**config.mk**
```make
export PLATFORM = sky130hd
export DESIGN_NAME = sqr_iterative
export DESIGN_NICKNAME = d
export VERILOG_FILES = /design/src/rtl/sqrt_pkg.sv /design/src/rtl/sqr_iterative_step.sv /design/src/rtl/sqr_iterative.sv
export SDC_FILE = /design/constraint.sdc
export NUM_CORES = 1
export LEC_CHECK = 0
export ABC_AREA = 1
export CAP_MARGIN = 20
export CORE_ASPECT_RATIO = 1.1
export CORE_MARGIN = 1
export CORE_UTILIZATION = 57
export CTS_BUF_LIST = sky130_fd_sc_hd__clkbuf_16
export CTS_CLUSTER_SIZE = 16
export DETAILED_ROUTE_END_ITERATION = 8
export PLACE_DENSITY = 0.88
export SYNTH_ARGS = -nofsm -noshare
export SYNTH_HDL_FRONTEND = slang
export SYNTH_SLANG_ARGS = --single-unit
```
**constraint.sdc**
```tcl
create_clock -name clk -period 2.85 [get_ports clk]
set_clock_uncertainty 0.05 [all_clocks]
set_input_delay 0.4275 -clock clk [delete_from_list [all_inputs] [get_ports clk]]
set_output_delay 0.4275 -clock clk [all_outputs]
set_load 0.03 [all_outputs]
```
**src/rtl/sqrt_pkg.sv**
```systemverilog
// Shared definitions for the square-root / squarer datapath.
// State encodings for the iterative squarer and a clog2 helper.
package sqrt_pkg;

   typedef enum logic [1:0] {
      SQR_IDLE = 2'd0,
      SQR_CALC = 2'd1,
      SQR_DONE = 2'd2
   } sqr_state_t;

   // ceil(log2(v)); returns 0 for v <= 1.
   function automatic int clog2(input int v);
      int r;
      int t;
      r = 0;
      t = 1;
      while (t < v) begin
         t = t * 2;
         r = r + 1;
      end
      return r;
   endfunction

endpackage

```
**src/rtl/sqr_iterative_step.sv**
```systemverilog
// One shift-add step of the iterative squarer (combinational).
// acc, root_q, cnt in; acc_nxt = acc + (root_q << cnt) if root_q[cnt].
module sqr_step #(
   parameter int WIDTH_ROOT = 8,
   parameter int WIDTH_SQ   = 2 * WIDTH_ROOT,
   parameter int CW         = 3
) (
   input  logic [WIDTH_SQ-1:0]   acc,
   input  logic [WIDTH_ROOT-1:0] root_q,
   input  logic [CW-1:0]         cnt,
   output logic [WIDTH_SQ-1:0]   acc_nxt
);

   logic [WIDTH_SQ-1:0] root_ext;
   logic [WIDTH_SQ-1:0] shifted;
   logic [WIDTH_SQ-1:0] probe;

   // Bit test done by right shift so cnt may be
   // wider than a direct index into root_q.
   always_comb begin
      root_ext = WIDTH_SQ'(root_q);
      shifted  = root_ext << cnt;
      probe    = root_ext >> cnt;
      acc_nxt  = acc;
      if (probe[0])
         acc_nxt = acc + shifted;
   end

endmodule

```
**src/rtl/sqr_iterative.sv**
```systemverilog
// Iterative squarer: square = root*root + remainder, one bit/cycle.
// Ports: clk, rst_n, in_valid/in_ready, root, remainder,
// out_valid/out_ready, square, overflow (remainder > 2*root).
module sqr_iterative
   import sqrt_pkg::*;
#(
   parameter int WIDTH_ROOT = 8,
   parameter int WIDTH_REM  = WIDTH_ROOT + 1,
   parameter int WIDTH_SQ   = 2 * WIDTH_ROOT
) (
   input  logic                  clk,
   input  logic                  rst_n,
   input  logic                  in_valid,
   output logic                  in_ready,
   input  logic [WIDTH_ROOT-1:0] root,
   input  logic [WIDTH_REM-1:0]  remainder,
   output logic                  out_valid,
   input  logic                  out_ready,
   output logic [WIDTH_SQ-1:0]   square,
   output logic                  overflow
);

   localparam int CL = clog2(WIDTH_ROOT);
   localparam int CW = (CL < 1) ? 1 : CL;
   localparam logic [CW-1:0] LAST = CW'(WIDTH_ROOT - 1);

   sqr_state_t            state;
   logic [WIDTH_ROOT-1:0] root_q;
   logic [WIDTH_SQ-1:0]   acc;
   logic [WIDTH_SQ-1:0]   acc_nxt;
   logic [CW-1:0]         cnt;
   logic                  ovf_q;
   logic                  accept;
   logic                  ovf_in;
   logic [WIDTH_SQ-1:0]   rem_ext;

   always_comb begin
      in_ready = 1'b0;
      unique case (state)
         SQR_IDLE: in_ready = 1'b1;
         SQR_DONE: in_ready = out_ready;
         default:  in_ready = 1'b0;
      endcase
   end

   assign accept  = in_valid && in_ready;
   assign ovf_in  = remainder > {root, 1'b0};
   assign rem_ext = WIDTH_SQ'(remainder);

   sqr_step #(
      .WIDTH_ROOT (WIDTH_ROOT),
      .WIDTH_SQ   (WIDTH_SQ),
      .CW         (CW)
   ) u_step (
      .acc     (acc),
      .root_q  (root_q),
      .cnt     (cnt),
      .acc_nxt (acc_nxt)
   );

   always_ff @(posedge clk or negedge rst_n) begin
      if (!rst_n) begin
         state     <= SQR_IDLE;
         root_q    <= '0;
         acc       <= '0;
         cnt       <= '0;
         ovf_q     <= 1'b0;
         square    <= '0;
         overflow  <= 1'b0;
         out_valid <= 1'b0;
      end else begin
         unique case (state)
            SQR_IDLE: begin
               if (accept) begin
                  root_q <= root;
                  acc    <= rem_ext;
                  ovf_q  <= ovf_in;
                  cnt    <= '0;
                  state  <= SQR_CALC;
               end
            end
            SQR_CALC: begin
               acc <= acc_nxt;
               cnt <= cnt + 1'b1;
               if (cnt == LAST) begin
                  square    <= acc_nxt;
                  overflow  <= ovf_q;
                  out_valid <= 1'b1;
                  state     <= SQR_DONE;
               end
            end
            SQR_DONE: begin
               if (out_ready) begin
                  out_valid <= 1'b0;
                  if (in_valid) begin
                     root_q <= root;
                     acc    <= rem_ext;
                     ovf_q  <= ovf_in;
                     cnt    <= '0;
                     state  <= SQR_CALC;
                  end else begin
                     state <= SQR_IDLE;
                  end
               end
            end
            default: begin
               out_valid <= 1'b0;
               state     <= SQR_IDLE;
            end
         endcase
      end
   end

endmodule

```
==> results of run 1 <==
## worst reg2reg max path, stage by stage (launching register included)
cell and delay, ns:
dfrtp_2 0.47, clkbuf_2 0.17, nand2_1 0.10, nand2_1 0.07
o21ai_0 0.23, mux2i_1 0.14, ha_1 0.36, nand2_1 0.11
inv_1 0.06, a21oi_1 0.20, nand2_1 0.14, nand2_1 0.09
nand2_1 0.09, nand3_1 0.09, nand2_1 0.09, nand2_1 0.07
nand2_1 0.06
## cell usage after synthesis, drive strengths merged
| cell | number | area share, % |
|---|---|---|
| and2 | 2 | 0.35 |
| fa | 1 | 0.57 |
| buf | 10 | 1.8 |
| mux2i | 4 | 1.1 |
| a22o | 1 | 0.25 |
| nand3b | 1 | 0.21 |
| ha | 25 | 8.8 |
| inv | 75 | 8.0 |
| a31o | 1 | 0.25 |
| a21oi | 13 | 1.8 |
| o41ai | 1 | 0.25 |
| o21ai | 39 | 5.5 |
| nor2 | 20 | 2.3 |
| nand4 | 5 | 0.88 |
| o211ai | 2 | 0.42 |
| nand3 | 47 | 6.9 |
| nor3 | 4 | 0.57 |
| dfrtp | 48 | 34 |
| or2 | 7 | 1.2 |
| clkbuf | 5 | 0.53 |
| o21bai | 3 | 0.64 |
| o22ai | 2 | 0.35 |
| xor2 | 4 | 0.99 |
| nand2 | 205 | 22 |
| nor3b | 1 | 0.21 |
## area by class of cell
type / instances / area [sq um] / area share, %
Tap cell: 77 / 96.3 / 2.33
Clock buffer: 5 / 125 / 3.03
Multi-Input combinational cell: 388 / 1970 / 47.7
Sequential cell: 48 / 1200 / 29.1
Inverter: 75 / 288 / 6.97
Clock inverter: 2 / 12.5 / 0.303
Timing Repair Buffer: 46 / 435 / 10.5
## repair_timing
item                                    4_1_cts  5_1_grt
hold endpoints to repair                      0        0
buffers inserted                              0        1
endpoints found under the setup margin        0       21
gates resized for setup                       0        4
## state kept, by name (all words and copies together) (netlist names)
signal,count
cnt,3
state,2
root_q,8
out_valid,1
overflow,1
acc,16
square,16
ovf_q,1
## layer usage
layer | up-vias | routed length (microns)
li1 | 1742 | -
met1 | 1661 | 3970
met2 | 175 | 4250
met3 | 32 | 691
met4 | 0 | 281
met5 | - | 0
## per-stage QoR
stage	cells	cell area, sq um	worst slack [ns]	hold slack [ns]	utilization (%)
3_5_place_dp	633	3980	0.173	0.376	67.8
5_1_grt	641	4130	0.00523	0.0984	70.3
6_report	641	4130	0.185	0.0534	70.3
2_1_floorplan	526	3540	0.604	0.0819	-
3_3_place_gp	633	3980	0.246	0.376	67.8
4_1_cts	640	4120	0.135	0.0740	70.1
## cell families after synthesis
logic type,Yosys count
muxes,4
xor gates and xnor gates,4
buffers and inverters,90
adders and majority gates,26
DFF,48
AOI/OAI and AO/OA,62
and+or+nand+nor,292
## final timing paths
| path | startpoint | end |
|---|---|---|
| min in group clk | square[5]$_DFFE_PN0P_ | square[5]$_DFFE_PN0P_ |
| min reg2reg | square[5]$_DFFE_PN0P_ | square[5]$_DFFE_PN0P_ |
| max in group asynchronous | rst_n | acc[14]$_DFFE_PN0P_ |
| max reg2reg | cnt[0]$_DFFE_PN0P_ | square[15]$_DFFE_PN0P_ |
| min | rst_n | square[2]$_DFFE_PN0P_ |
| max | cnt[0]$_DFFE_PN0P_ | square[15]$_DFFE_PN0P_ |
==> metrics.md, run 1 <==
| Metric | Value |
|---|---|
| Status | complete, no violations |
| RSZ-0062 raised after global routing | no |
| Global route overflow | 0 |
| Synthesis-stage register bit count | 48 |
| Vias in the first global route | between 3000 and 4000 |
| Met3 usage | under 10% |
| Post-synthesis mux area share | around 1.1% |
| Max-cap viol count | 0 |
| Final GP Congestion | 0.962 |
| GR met2 Demand/Resource | roughly half |
| Worst Hold Class | in2async |
| Synthesized cell area | 0.00354 sq mm |
| Largest net degree at the start of global routing | 31 |
| Synth Area in Compound Gates | approximately a tenth |
| FILL cells | between 500 and 600 |
| Routed WL per cell | ~14 microns |
| Area delta synth->final | 16.8% |
| Cell variety after synth | 35 |
| Clk sinks | 48 |
| # DRC | 0 |
| Cell family with most CP delay | simple AND/OR/NAND/NOR gates |
| Worst Path Buf+Inv | 2 |
| Gr busiest metal | met2 |
| Actual slew at the worst max-slew pin | 0.551 ns |
| Critical path class | reg2reg |
| Post-Synth Simple-Gate Area | a little over a third |
| Post-DRT Antenna Nets | 0 |
| Drt initial violations | ~270 |
| Initial core utilization | 60.2% |
| Final Max Tran Viols | 0 |
| Core area | ~0.006 sq mm |
| Diode count | 0 |
| Die area | 0.00653 sq mm |
| Final setup viols | 0 |
| Leading cell types in the layout, fill and taps excluded | nand2_1 (202), inv_1 (71), dfrtp_1 (47) |
| H-tree lvl count | 2 |
| Hold buffers post-CTS | 0 |
| WL final | ~9.2 mm |
| Nets | slightly above 600 |
| Register area share after synthesis | around a third |
| Clk Latency, worst-skew pair | about 0.29 ns |
| Fmax | between 300 and 400 MHz |
| Initial antenna violation count | 0 |
| Yosys warns | 0 |
| CTS Buffer Depth | 2 |
| Post-synthesis average cell area | between 6 and 7 sq um |
| Critical Path Max Stage Delay | 0.47 ns |
| Setup TNS | 0 ns |
| Post-synthesis adder-cell area fraction | roughly a tenth |
| Most common cell after layout, fill and taps aside | nand2_1 |
| Mapped Nets | 573 |
| Die H | around 85 microns |
| Gate Count Post-Synth | around 530 |
| CTS tree | yes |
| Peak fanout along the critical path | 7 |
| Row count | 29 |
| CP Depth | 16 |
| First-pass GRT wire length | around 16 mm |
| XOR/XNOR Fraction of Synth Area | 0.990% |
| Largest family of logic cells by synthesized area | simple AND/OR/NAND/NOR gates |
| Total track usage | a little over 30% |
| Via/cell ratio | ~5.6 |
| CP Capture Type | register |
| Minimum clock period | roughly 2.7 ns |
| Io pins | 40 |
| Clock transition at the registers of the reported paths | ~0.060 ns |
| Detail Placement HPWL | 7.01 mm |
| Cell mode on critical path | nand2_1 |
| Routing usage on met1 | about two fifths |
| Worst r2r path cells | 16 |
| Worst R2R Setup Slack | 0.18 ns |
| Worst path arrival time | ~2.8 ns |
| Fin crit share | between 90% and 100% |
| Final Hold Viols | 0 |
| Crit start category | register |
| Die X | between 70 and 80 microns |
| Clock Root Buffer | clkbuf_16 |
| Worst path slowest cell | dfrtp_2 |
| CTS buffer count | 5 |
| Routed via count | ~3600 |
| Buffers added on ports | 39 |
| Detailed Routing Iterations Pass 1 | 5 |
| Slew margin rel. | between 60% and 70% |
| Critical path cell sequence | clkbuf_2 > nand2_1 > nand2_1 > o21ai_0 > mux2i_1 > ha_1 > nand2_1 > inv_1 > a21oi_1 > nand2_1 > nand2_1 > nand2_1 > nand3_1 > nand2_1 > nand2_1 > nand2_1 |
| Proportion of layout cells with a drive suffix above 1 | approximately 5.0% |
| Req. time, crit path | 2.98 ns |
Power of run 1 is not shown: default switching activity piles up to over one toggle a cycle in this logic, so the estimate is an artifact.
==> run 2, diff against run 1 <==
- CAP_MARGIN: 20 -> unset
- GPL_TIMING_DRIVEN: unset -> 0
- TNS_END_PERCENT: unset -> 1
==> metrics.md, run 2 (same netlist as run 1, synthesis figures left out) <==
| Metric | Value |
|---|---|
| Vias in the first global route | 3598 (+0.39%) |
| Leading cell types in the layout, fill and taps excluded | nand2_1 (200), inv_1 (72), dfrtp_1 (48) |
| Minimum clock period | 2.63 ns (-0.0381 ns) |
| Largest registers | acc (16), square (16), root_q (8) |
| Crit start category | register |
| Slew margin rel. | 64.1% (+0.99 points) |
| Worst r2r path cells | 18 (+2) |
| Post-layout util | 72.2% (+1.9 points) |
| Initial core utilization | 60.2% (unchanged) |
| Final Hold Viols | 0 (unchanged) |
| CTS Buffer Depth | 2 (unchanged) |
| Worst Hold Class | in2async |
| Final instance area | 0.00424 sq mm (+2.7%) |
| Routed WL per cell | 14.7 microns (+2.3%) |
| # DRC | 0 (unchanged) |
| Area delta synth->final | 19.9% |
| Most common cell after layout, fill and taps aside | nand2_1 |
| H-tree lvl count | 2 (unchanged) |
| Clock transition at the registers of the reported paths | 0.07 ns (about the same) |
| Die H | 84.6 microns (unchanged) |
| Post-DRT Antenna Nets | 0 (unchanged) |
| Critical path cell sequence | buf_6 > inv_4 > nand2_1 > and2_1 > nand2_1 > o21ai_0 > o21ai_1 > ha_1 > nand2_1 > inv_1 > nand3_1 > nand2_1 > nand2_1 > nand2_1 > nand2_1 > nand3_1 > nand3_1 > nand2_1 |
| Detailed Routing Iterations Pass 1 | 5 (unchanged) |
| Critical Path Max Stage Delay | 0.39 ns (-0.08 ns) |
| Final GP Congestion | 0.968 (+0.62%) |
| Worst R2R Setup Slack | 0.22 ns (+0.04 ns) |
| First-pass GRT wire length | 16.4 mm (+2.9%) |
| Total track usage | 32.1% (+1.1 points) |
| Max-cap viol count | 0 (unchanged) |
| RSZ-0062 raised after global routing | yes |
| CTS tree | yes |
| Setup ws final | 0.223 ns (+0.0381 ns) |
| Fin crit share | 92.2% (-1.3 points) |
| Io pins | 40 (unchanged) |
| Clk Latency, worst-skew pair | 0.29 ns (about the same) |
| Initial antenna violation count | 0 (unchanged) |
| Largest net degree at the start of global routing | 28 (-9.7%) |
| Clk sinks | 48 (unchanged) |
| DP Area | 0.00404 sq mm (+1.4%) |
| Actual slew at the worst max-slew pin | 0.538 ns (-0.0128 ns) |
| CP Capture Type | register |
| Die area | 0.00653 sq mm (unchanged) |
| Die X | 77.1 microns (unchanged) |
| Global route overflow | 0 (unchanged) |
| Clock Root Buffer | clkbuf_16 |
| Drt initial violations | 414 (+56%) |
| Reg-to-reg critical path endpoint | square[14]$_DFFE_PN0P_ |
| Via/cell ratio | 5.56 (-1.2%) |
| Final Max Tran Viols | 0 (unchanged) |
| CTS buffer count | 5 (unchanged) |
| Worst path slowest cell | dfrtp_1 |
| Fmax | 381 MHz (+1.5%) |
| Nets | 620 (+1.5%) |
| Detail Placement HPWL | 7.28 mm (+3.7%) |
| Diode count | 0 (unchanged) |
| Worst hold slack | 0.0675 ns (+0.0141 ns) |
| Cell mode on critical path | nand2_1 |
| Proportion of layout cells with a drive suffix above 1 | 6.79% (+1.8 points) |
| Row count | 29 (unchanged) |
| Final setup viols | 0 (unchanged) |
| Setup WS pre-CTS | 0.169 ns (-0.00340 ns) |
| Status | complete, no violations |
| Peak fanout along the critical path | 10 (+3) |
| Buffers added on ports | 39 (unchanged) |
| Worst path arrival time | 2.76 ns (-0.03 ns) |
| Core area | 0.00588 sq mm (unchanged) |
| WL final | 9.55 mm (+3.9%) |
| R2r startpoint | cnt[0]$_DFFE_PN0P_ |
| Req. time, crit path | 2.99 ns (about the same) |
| Critical path class | reg2reg |
| Routed via count | 3621 (+0.30%) |
==> run 2: cell types whose count changed in the layout (fill, tap and decap cells not counted), sizes merged <==
cell | before | now
clkbuf | 6 | 10
clkinv | 1 | 2
clkinvlp | 2 | 0
inv | 74 | 75
buf | 7 | 12
bufinv | 0 | 1
==> run 2: worst max-delay path by stage <==
stage,startpoint,to
final,cnt[0]$_DFFE_PN0P_,square[14]$_DFFE_PN0P_
after global placement,rst_n,acc[14]$_DFFE_PN0P_
after floorplan,cnt[0]$_DFFE_PN0P_,acc[11]$_DFFE_PN0P_
after detailed placement,cnt[0]$_DFFE_PN0P_,square[12]$_DFFE_PN0P_
after CTS,cnt[0]$_DFFE_PN0P_,square[12]$_DFFE_PN0P_
after global routing,cnt[0]$_DFFE_PN0P_,square[11]$_DFFE_PN0P_
==> run 2: critical path, delay by kind of cell (launching register included) <==
kind / cells / cell delay, ns
buffers and inverters: 3 / 0.30
adder cells (fa/ha/maj): 1 / 0.30
AO/OA/AOI/OAI: 2 / 0.29
AND/OR/NAND/NOR: 12 / 1.17
flip-flops: 1 / 0.39
==> run 2: through the flow <==
| step | instances | TNS (ns) |
|---|---|---|
| 6_report | 651 | 0 |
| 5_1_grt | 651 | -0.0373 |
| 4_1_cts | 651 | 0 |
| 3_5_place_dp | 643 | 0 |
| 3_3_place_gp | 642 | -1.01 |
| 2_1_floorplan | 526 | 0 |
==> run 2: per-layer routing <==
metal  wire, microns  GRT usage, %
met1            3980          40.7
met2            4680          56.0
met3             669          4.13
met4             222          11.1
met5               0             0
==> run 2: cell type report <==
cell class              count  area, sq um
repair buffers             41          413
clock buffers               5          125
well taps                  77         96.3
flip-flops and latches     48         1200
inverters                  75          284
plain buffers              14         80.1
fillers                   478         1640
multi-input cells         388         2000
clock inverters             3         42.5
==> run 2: timing repair <==
action	in CTS	in global routing
setup endpoints to repair	0	20
hold buffers	0	0
gates resized for setup	0	14
setup buffers	0	1
Power of run 2 is left out for the same reason.
==> run 3, diff against run 2 <==
- CORE_ASPECT_RATIO: 1.1 -> unset
- CORE_MARGIN: 1 -> 1.5
==> metrics.md, run 3 (same netlist as run 1, synthesis figures left out) <==
| Metric | Value |
|---|---|
| Largest registers | acc (16), square (16), root_q (8) |
| Initial core utilization | 59.4% (-0.78 points) |
| Actual slew at the worst max-slew pin | 0.502 ns (-0.0364 ns) |
| Fin crit share | 92.0% (-0.22 points) |
| Post-DRT Antenna Nets | 0 (unchanged) |
| Die area | 0.00669 sq mm (+2.5%) |
| Final setup viols | 0 (unchanged) |
| Peak fanout along the critical path | 10 (unchanged) |
| # DRC | 0 (unchanged) |
| Final Hold Viols | 0 (unchanged) |
| Via/cell ratio | 5.57 (+0.19%) |
| Minimum clock period | 2.62 ns (-0.00616 ns) |
| Vias in the first global route | 3513 (-2.4%) |
| Req. time, crit path | 2.98 ns (about the same) |
| Clk Latency, worst-skew pair | 0.29 ns (about the same) |
| Largest net degree at the start of global routing | 31 (+11%) |
| Worst path arrival time | 2.75 ns (about the same) |
| First-pass GRT wire length | 16.1 mm (-1.7%) |
| DP Area | 0.00404 sq mm (about the same) |
| Proportion of layout cells with a drive suffix above 1 | 5.93% (-0.86 points) |
| Nets | 619 (-0.16%) |
| Core area | 0.00596 sq mm (+1.3%) |
| Clock Root Buffer | clkbuf_16 |
| Reg-to-reg critical path endpoint | square[11]$_DFFE_PN0P_ |
| Slew margin rel. | 66.6% (+2.4 points) |
| Worst hold slack | 0.0160 ns (-0.0514 ns) |
| H-tree lvl count | 2 (unchanged) |
| Max-cap viol count | 0 (unchanged) |
| Routed WL per cell | 14.7 microns (+0.49%) |
| Worst Hold Class | in2async |
| Die X | 81.8 microns (+6.1%) |
| CTS buffer count | 5 (unchanged) |
| Detailed Routing Iterations Pass 1 | 5 (unchanged) |
| Status | complete, no violations |
| Global route overflow | 0 (unchanged) |
| Final Max Tran Viols | 0 (unchanged) |
| Fmax | 382 MHz (+0.23%) |
| Clock transition at the registers of the reported paths | 0.07 ns (about the same) |
| Crit start category | register |
| Leading cell types in the layout, fill and taps excluded | nand2_1 (201), inv_1 (71), dfrtp_1 (48) |
| CTS tree | yes |
| Row count | 28 (-3.4%) |
| Detail Placement HPWL | 7.27 mm (about the same) |
| Die H | 81.8 microns (-3.4%) |
| Area delta synth->final | 19.1% |
| Worst r2r path cells | 14 (-4) |
| Routed via count | 3611 (-0.28%) |
| RSZ-0062 raised after global routing | no |
| Final instance area | 0.00421 sq mm (-0.68%) |
| WL final | 9.56 mm (about the same) |
| Io pins | 40 (unchanged) |
| Initial antenna violation count | 0 (unchanged) |
| Drt initial violations | 347 (-16%) |
| CTS Buffer Depth | 2 (unchanged) |
| Total track usage | 31.8% (-0.29 points) |
| Critical path class | reg2reg |
| Setup TNS | 0 ns (unchanged) |
| Buffers added on ports | 39 (unchanged) |
| CP Capture Type | register |
| Hold buffers post-CTS | 0 (unchanged) |
| Most common cell after layout, fill and taps aside | nand2_1 |
| Clk sinks | 48 (unchanged) |
| R2r startpoint | cnt[1]$_DFFE_PN0P_ |
| Diode count | 0 (unchanged) |
| Final GP Congestion | 1.01 (+4.6%) |
| Worst R2R Setup Slack | 0.23 ns (about the same) |
==> run 3: worst max-delay path by stage <==
| stage | from | end | slack, ns | cells after the start |
|---|---|---|---|---|
| after floorplan | cnt[0]$_DFFE_PN0P_ | acc[11]$_DFFE_PN0P_ | 0.60 | 18 |
| after global placement | rst_n | acc[14]$_DFFE_PN0P_ | -0.03 | 1 |
| after detailed placement | cnt[1]$_DFFE_PN0P_ | square[11]$_DFFE_PN0P_ | 0.14 | 15 |
| after CTS | cnt[1]$_DFFE_PN0P_ | square[11]$_DFFE_PN0P_ | 0.12 | 15 |
| after global routing | cnt[0]$_DFFE_PN0P_ | acc[15]$_DFFE_PN0P_ | 0.01 | 17 |
| final | cnt[1]$_DFFE_PN0P_ | square[11]$_DFFE_PN0P_ | 0.23 | 14 |
==> run 3: timing repair <==
item                       in CTS  in global routing
setup endpoints to repair       0                 18
gates resized for setup         0                 12
setup buffers                   0                  0
==> run 3: critical path, stage by stage, from the launching register on <==
cell and delay, ns:
dfrtp_1 0.52, clkbuf_2 0.28, nand2_1 0.07, o21ai_1 0.11, nor2_1 0.10, ha_1 0.34, or2_2 0.32, nand3_1 0.13
nand2_1 0.10, nand2_1 0.10, nand2_1 0.05, nand2_1 0.05, nand3_1 0.11, nand3_1 0.12, nand2_1 0.06
==> run 3: final cells by class <==
class / instances / area (sq um)
Buffer: 14 / 78.8
Timing Repair Buffer: 40 / 405
Inverter: 75 / 284
Sequential cell: 48 / 1200
Clock inverter: 3 / 42.5
Tap cell: 75 / 93.8
Multi-Input combinational cell: 388 / 1980
Clock buffer: 5 / 125
Fill cell: 467 / 1740
==> run 3: metrics by stage <==
stage / util, % / setup WS (ns) / std cells
finish: 70.7 / 0.229 / 648
global placement: 67.5 / -0.0272 / 640
floorplan: - / 0.604 / 526
CTS: 70.6 / 0.116 / 649
detailed placement: 67.8 / 0.140 / 641
global route: 70.7 / 0.00956 / 648
==> run 3: layer usage <==
metal	global-route usage, %	vias to the layer above	wire length, microns
met1	41.2	1644	4050
met3	4.78	23	679
met5	0	-	0
met2	53.8	184	4650
li1	-	1760	-
met4	11.5	0	177
Power of run 3 is left out for the same reason.
